`src/rtl/cordic_pkg.sv`:
```
// ============================================================================
// Module  : cordic_pkg
// Brief   : Shared FSM encoding and defaults for the CORDIC angle sweeper.
// Rev     : 1.0
// ============================================================================
`default_nettype none

package cordic_pkg;

    typedef enum logic [1:0] {
        ST_IDLE   = 2'd0,
        ST_LAUNCH = 2'd1,
        ST_WAIT   = 2'd2,
        ST_EMIT   = 2'd3
    } sweep_state_t;

    localparam int c_DEFAULT_TIMEOUT = 64;
    localparam int c_ANGLE_W         = 16;

endpackage

`default_nettype wire

```
`src/rtl/sweep_timer.sv`:
```
// ============================================================================
// Module  : sweep_timer
// Brief   : Per-point wait counter; flags the first wait cycle and expiry.
// Rev     : 1.0
// ============================================================================
`default_nettype none

module sweep_timer #(
    parameter int TIMEOUT = 64
) (
    input  logic clk,
    input  logic rst,
    input  logic i_clear,
    input  logic i_enable,
    output logic o_first,
    output logic o_expired
);

    localparam int              c_CW   = (TIMEOUT > 1) ? $clog2(TIMEOUT) : 1;
    localparam logic [c_CW-1:0] c_LAST = c_CW'(TIMEOUT - 1);

    logic [c_CW-1:0] r_count;

    // Count value k means this is the (k+1)-th wait cycle of the point.
    always_ff @(posedge clk) begin
        if (rst || i_clear) begin
            r_count <= '0;
        end else if (i_enable && (r_count != c_LAST)) begin
            r_count <= r_count + c_CW'(1);
        end
    end

    assign o_first   = (r_count == '0);
    assign o_expired = (r_count == c_LAST);

endmodule

`default_nettype wire

```
`src/rtl/cordic_sweep.sv`:
```
// ============================================================================
// Module  : cordic_sweep
// Brief   : Drives an external CORDIC through an angle sweep, one beat per point.
// Rev     : 1.0
// ============================================================================
`default_nettype none

module cordic_sweep
    import cordic_pkg::*;
#(
    parameter int CNT_W   = 8,
    parameter int TIMEOUT = c_DEFAULT_TIMEOUT
) (
    input  logic                 clk,
    input  logic                 rst,
    input  logic                 start,
    input  logic [15:0]          start_angle,
    input  logic [15:0]          step,
    input  logic [CNT_W-1:0]     count,
    output logic                 cordic_rst,
    output logic [15:0]          cordic_angle,
    input  logic                 cordic_done,
    input  logic [15:0]          cordic_sin,
    input  logic [15:0]          cordic_cos,
    output logic                 out_valid,
    input  logic                 out_ready,
    output logic [15:0]          out_angle,
    output logic [15:0]          out_sin,
    output logic [15:0]          out_cos,
    output logic                 busy,
    output logic                 sweep_done,
    output logic                 timeout_err
);

    sweep_state_t     r_state;
    sweep_state_t     w_state_nxt;

    logic [15:0]      r_angle;
    logic [15:0]      r_step;
    logic [CNT_W-1:0] r_remaining;
    logic [15:0]      r_out_angle;
    logic [15:0]      r_out_sin;
    logic [15:0]      r_out_cos;
    logic             r_sweep_done;
    logic             r_timeout_err;

    logic             w_go;
    logic             w_zero_start;
    logic             w_capture;
    logic             w_handshake;
    logic             w_timeout;
    logic             w_last;
    logic             w_tmr_first;
    logic             w_tmr_expired;

    assign w_last = (r_remaining == CNT_W'(1));

    sweep_timer #(
        .TIMEOUT   (TIMEOUT)
    ) u_timer (
        .clk       (clk),
        .rst       (rst),
        .i_clear   (r_state == ST_LAUNCH),
        .i_enable  (r_state == ST_WAIT),
        .o_first   (w_tmr_first),
        .o_expired (w_tmr_expired)
    );

    always_ff @(posedge clk) begin
        if (rst) begin
            r_state <= ST_IDLE;
        end else begin
            r_state <= w_state_nxt;
        end
    end

    always_comb begin
        w_state_nxt  = r_state;
        w_go         = 1'b0;
        w_zero_start = 1'b0;
        w_capture    = 1'b0;
        w_handshake  = 1'b0;
        w_timeout    = 1'b0;
        case (r_state)
            ST_IDLE: begin
                if (start) begin
                    if (count != '0) begin
                        w_go        = 1'b1;
                        w_state_nxt = ST_LAUNCH;
                    end else begin
                        w_zero_start = 1'b1;
                    end
                end
            end
            ST_LAUNCH: begin
                w_state_nxt = ST_WAIT;
            end
            ST_WAIT: begin
                // The CORDIC is still leaving reset in the first wait cycle,
                // so its done level there may be stale from the last point.
                if (!w_tmr_first && cordic_done) begin
                    w_capture   = 1'b1;
                    w_state_nxt = ST_EMIT;
                end else if (w_tmr_expired) begin
                    w_timeout   = 1'b1;
                    w_state_nxt = ST_IDLE;
                end
            end
            ST_EMIT: begin
                if (out_ready) begin
                    w_handshake = 1'b1;
                    w_state_nxt = w_last ? ST_IDLE : ST_LAUNCH;
                end
            end
            default: begin
                w_state_nxt = ST_IDLE;
            end
        endcase
    end

    always_ff @(posedge clk) begin
        if (rst) begin
            r_angle       <= '0;
            r_step        <= '0;
            r_remaining   <= '0;
            r_out_angle   <= '0;
            r_out_sin     <= '0;
            r_out_cos     <= '0;
            r_sweep_done  <= 1'b0;
            r_timeout_err <= 1'b0;
        end else begin
            r_sweep_done <= w_zero_start | w_timeout | (w_handshake & w_last);
            if (w_go) begin
                r_angle       <= start_angle;
                r_step        <= step;
                r_remaining   <= count;
                r_timeout_err <= 1'b0;
            end
            if (w_timeout) begin
                r_timeout_err <= 1'b1;
            end
            if (w_capture) begin
                r_out_angle <= r_angle;
                r_out_sin   <= cordic_sin;
                r_out_cos   <= cordic_cos;
            end
            if (w_handshake) begin
                r_remaining <= r_remaining - CNT_W'(1);
                if (!w_last) begin
                    r_angle <= r_angle + r_step;
                end
            end
        end
    end

    assign cordic_rst   = (r_state == ST_LAUNCH);
    assign cordic_angle = r_angle;
    assign out_valid    = (r_state == ST_EMIT);
    assign out_angle    = r_out_angle;
    assign out_sin      = r_out_sin;
    assign out_cos      = r_out_cos;
    assign busy         = (r_state != ST_IDLE);
    assign sweep_done   = r_sweep_done;
    assign timeout_err  = r_timeout_err;

endmodule

`default_nettype wire

```
`config.mk`:
```
export PLATFORM = sky130hd
export DESIGN_NAME = cordic_sweep
export DESIGN_NICKNAME = d
export VERILOG_FILES = /design/src/rtl/cordic_pkg.sv /design/src/rtl/sweep_timer.sv /design/src/rtl/cordic_sweep.sv
export SDC_FILE = /design/constraint.sdc
export NUM_CORES = 1
export LEC_CHECK = 0
export CORE_UTILIZATION = 47
export DETAILED_ROUTE_END_ITERATION = 8
export HOLD_SLACK_MARGIN = 0.02
export PLACE_DENSITY = 0.88
export SYNTH_ARGS = -nofsm -noshare
export SYNTH_HDL_FRONTEND = slang
export SYNTH_SLANG_ARGS = --single-unit
```
`constraint.sdc`:
```
create_clock -name clk -period 2.4 [get_ports clk]
set_clock_uncertainty 0.15 [all_clocks]
set_input_delay 0.6 -clock clk [delete_from_list [all_inputs] [get_ports clk]]
set_output_delay 0.6 -clock clk [all_outputs]
set_load 0.1 [all_outputs]
```
==> key figures <==
Route
  • Routed Antenna Nets: 0
  • Via density: 5.358
  • DR WL/cell: 15.10 µm
  • Routed via count: 4672
  • Initial DRC Count: 197
  • 1st-pass router iterations: 5
  • Post-Route WL: 13170 µm
  • Remaining DRCs: 0

Power and ir drop
  • Lkg Pwr: 2.650 nW
  • P per Cell Area: 594.9 mW/mm²
  • Max VDD drop: 375.2 µV

Critical path
  • Setup crit end kind: flop
  • R2r endpoint: cordic_angle[14]
  • Critical path type: reg2reg
  • Cell count of the worst reg-to-reg path: 7
  • R2R Setup Slk: 0.10 ns
  • Worst Setup EP: cordic_angle[14]
  • Reg2reg start: cordic_angle[4]
  • Worst endpoint required time: 2.53 ns
  • Worst setup SP type: flop
  • Critical Path Fanout Max: 5
  • CP startpoint: cordic_angle[4]
  • CP arrival: 2.42 ns

Logic synthesis
  • Number of synthesized flops with an enable pin: 0
  • Post-synth top area share: 41.85%
  • Most frequent cell after synthesis: nand2_1
  • Cell Area, Synth: 0.004688 mm²
  • Net Count, Synth: 678
  • Commonest cells post-synth: 178 x nand2_1, 98 x dfxtp_1, 89 x a21oi_1
  • Sequential area share after synthesis: 41.85%
  • Synth area leader: dfxtp_1
  • Ys async rst share: 0%
  • Synth top area cells: dfxtp_1 42%, nand2_1 14%, a21oi_1 9.5%, ha_1 5.1%, xor2_1 2.4%
  • Yosys warning count: 0
  • Avg Inst Size Synth: 8.069 µm²
  • Yosys reg bits: 98
  • Predominant post-synthesis flop cell: dfxtp_1
  • Yosys cell types: 60
  • Post-Syn Instances: 581

Final layout
  • # diodes: 0
  • Layout cell share with drive strength beyond 1: 21.38%
  • Layout area overhead: 38.94%
  • Nets: 831
  • Cell Count, Final, Fillers Out: 872

Floorplan
  • Rows: 36
  • Die Ht: 101.9 µm
  • Starting density of the core: 48.19%
  • Area of the die: 0.01038 mm²
  • Core box area: 0.009729 mm²
  • DIE WIDTH: 101.9 µm
  • Io pins: 146

CTS
  • CTS tree: done
  • Clock tree sinks: 98
  • H-tree depth: 3
  • Clk buf depth: 2
  • CTS Buf Count: 9
  • CTS clk-pin slew, worst paths: 0.11 ns
  • Root buf cell: clkbuf_8
  • Clock Latency Late Sink: 0.36 ns

Global route
  • Largest net degree at the start of global routing: 36
  • Antenna violations before repair: 0
  • Number of global-route vias before repair: 4321
  • First-pass GRT wire length: 20120 µm
  • Overflow after GRT: 0
  • GRT Util Overall: 24.56%

STA
  • Fin. Hold Viols: 0
  • Setup TNS: 0 ns
  • Setup repair after global routing missed its margin: no
  • Slew margin rel.: 75.65%
  • Fmax: 0.4354 GHz
  • Worst Tran Pin Value: 0.3652 ns
  • Slew Limit Fails: 0
  • Final period util: 95.69%
  • Setup violators final: 0
  • Fin crit period: 2.297 ns

Status
  • Status: complete, no violations

Placement
  • # port buffers: 145
  • Hpwl dp: 9895 µm
  • DP Cell Count: 854
  • GP Congestion: 0.9509

Flow run
  • MaxCap Viol Count: 0

Min path
  • HP Class: reg2reg
stage by stage:
| stage | cell area, µm² | worst slack, ns | power (W) | util [%] | hold WS (ns) |
|---|---|---|---|---|---|
| 2_1_floorplan | 4706 | -0.06807 | 0.002488 | - | 0.2900 |
| 3_3_place_gp | 6295 | -0.08769 | 0.002839 | 64.70 | 0.2918 |
| 3_5_place_dp | 6295 | -0.1586 | 0.002876 | 64.70 | 0.2976 |
| 4_1_cts | 6487 | 0.01725 | 0.003891 | 66.68 | 0.3134 |
| 5_1_grt | 6514 | 0.009311 | 0.004045 | 66.95 | 0.3323 |
| 6_report | 6514 | 0.1035 | 0.003875 | 66.95 | 0.3118 |
worst max-delay path, stage by stage (launching register included):
cell and delay [ns]:
dfxtp_2 0.36, ha_1 0.37, a21o_1 0.24, a21oi_2 0.26
a21oi_1 0.17, o31ai_1 0.33, xor2_1 0.11, o31ai_1 0.22
layer usage:
| metal | up-vias | global-route usage (%) | routed length (µm) |
|---|---|---|---|
| li1 | 2304 | - | - |
| met1 | 2174 | 29.00 | 5123 |
| met2 | 165 | 45.11 | 7015 |
| met3 | 29 | 3.215 | 700 |
| met4 | 0 | 9.560 | 330 |
| met5 | - | 0 | 0 |
power breakdown:
group          internal (W)  switching (W)
logic              0.000418       0.000646
registers           0.00171      0.0000850
clock network      0.000397       0.000621
layout make-up:
type | instances | area, µm²
Timing Repair Buffer | 175 | 1602
Clock inverter | 7 | 61.31
Inverter | 6 | 22.52
Multi-Input combinational cell | 444 | 2559
Tap cell | 133 | 166.4
Fill cell | 810 | 3216
Clock buffer | 9 | 123.9
Sequential cell | 98 | 1979
cells by family after synthesis:
| family | after synthesis | synth area share, % |
|---|---|---|
| AOI/OAI and AO/OA | 147 | 20.58 |
| adders and majority gates | 20 | 5.498 |
| and+or+nand+nor | 258 | 24.31 |
| buffers and inverters | 39 | 4.137 |
| muxes | 3 | 0.6405 |
| DFF | 98 | 41.85 |
| xor gates and xnor gates | 16 | 2.989 |
state kept, by name, indices dropped and copies added, names as in the netlist:
| register | flops |
|---|---|
| r_step | 16 |
| u_timer.r_count | 6 |
| out_sin | 16 |
| timeout_err | 1 |
| cordic_angle | 16 |
| sweep_done | 1 |
| out_angle | 16 |
| r_remaining | 8 |
| r_state | 2 |
| out_cos | 16 |
cells in the final DEF (no fill, tap or decap), drive strengths merged, types with 3 or more instances in the layout:
cell             n
a21boi           3
inv              9
mux2i            3
nor4             4
clkinv           3
nand2          180
a311oi           8
a211oi           3
nand4            5
a21oi           91
clkdlybuf4s50   75
nor2b            3
clkbuf           9
and3             7
o31ai            3
a21o             4
a31oi            9
or2              3
o21ai            6
dfxtp           98
xor2            13
nor2            31
xnor2            3
nor3             7
a31o             3
ha              19
nand3            7
buf            100
worst min-delay path by stage:
stage	cells past startpoint	slack (ns)	end	from
2_1_floorplan	2	0.29	r_step[0]	r_step[0]
6_report	2	0.31	out_sin[15]	out_sin[15]
3_5_place_dp	2	0.30	out_cos[1]	out_cos[1]
4_1_cts	2	0.31	out_cos[1]	out_cos[1]
3_3_place_gp	2	0.29	out_sin[13]	out_sin[13]
5_1_grt	2	0.33	out_angle[13]	out_angle[13]
timing repair:
item	CTS	global route
setup buffers	1	1
resized for setup	0	6
hold buffers	0	0
endpoints found under the setup margin	1	3
cloned	0	0
pin swaps	1	4
Note: power is estimated with default switching activity, not from simulation.
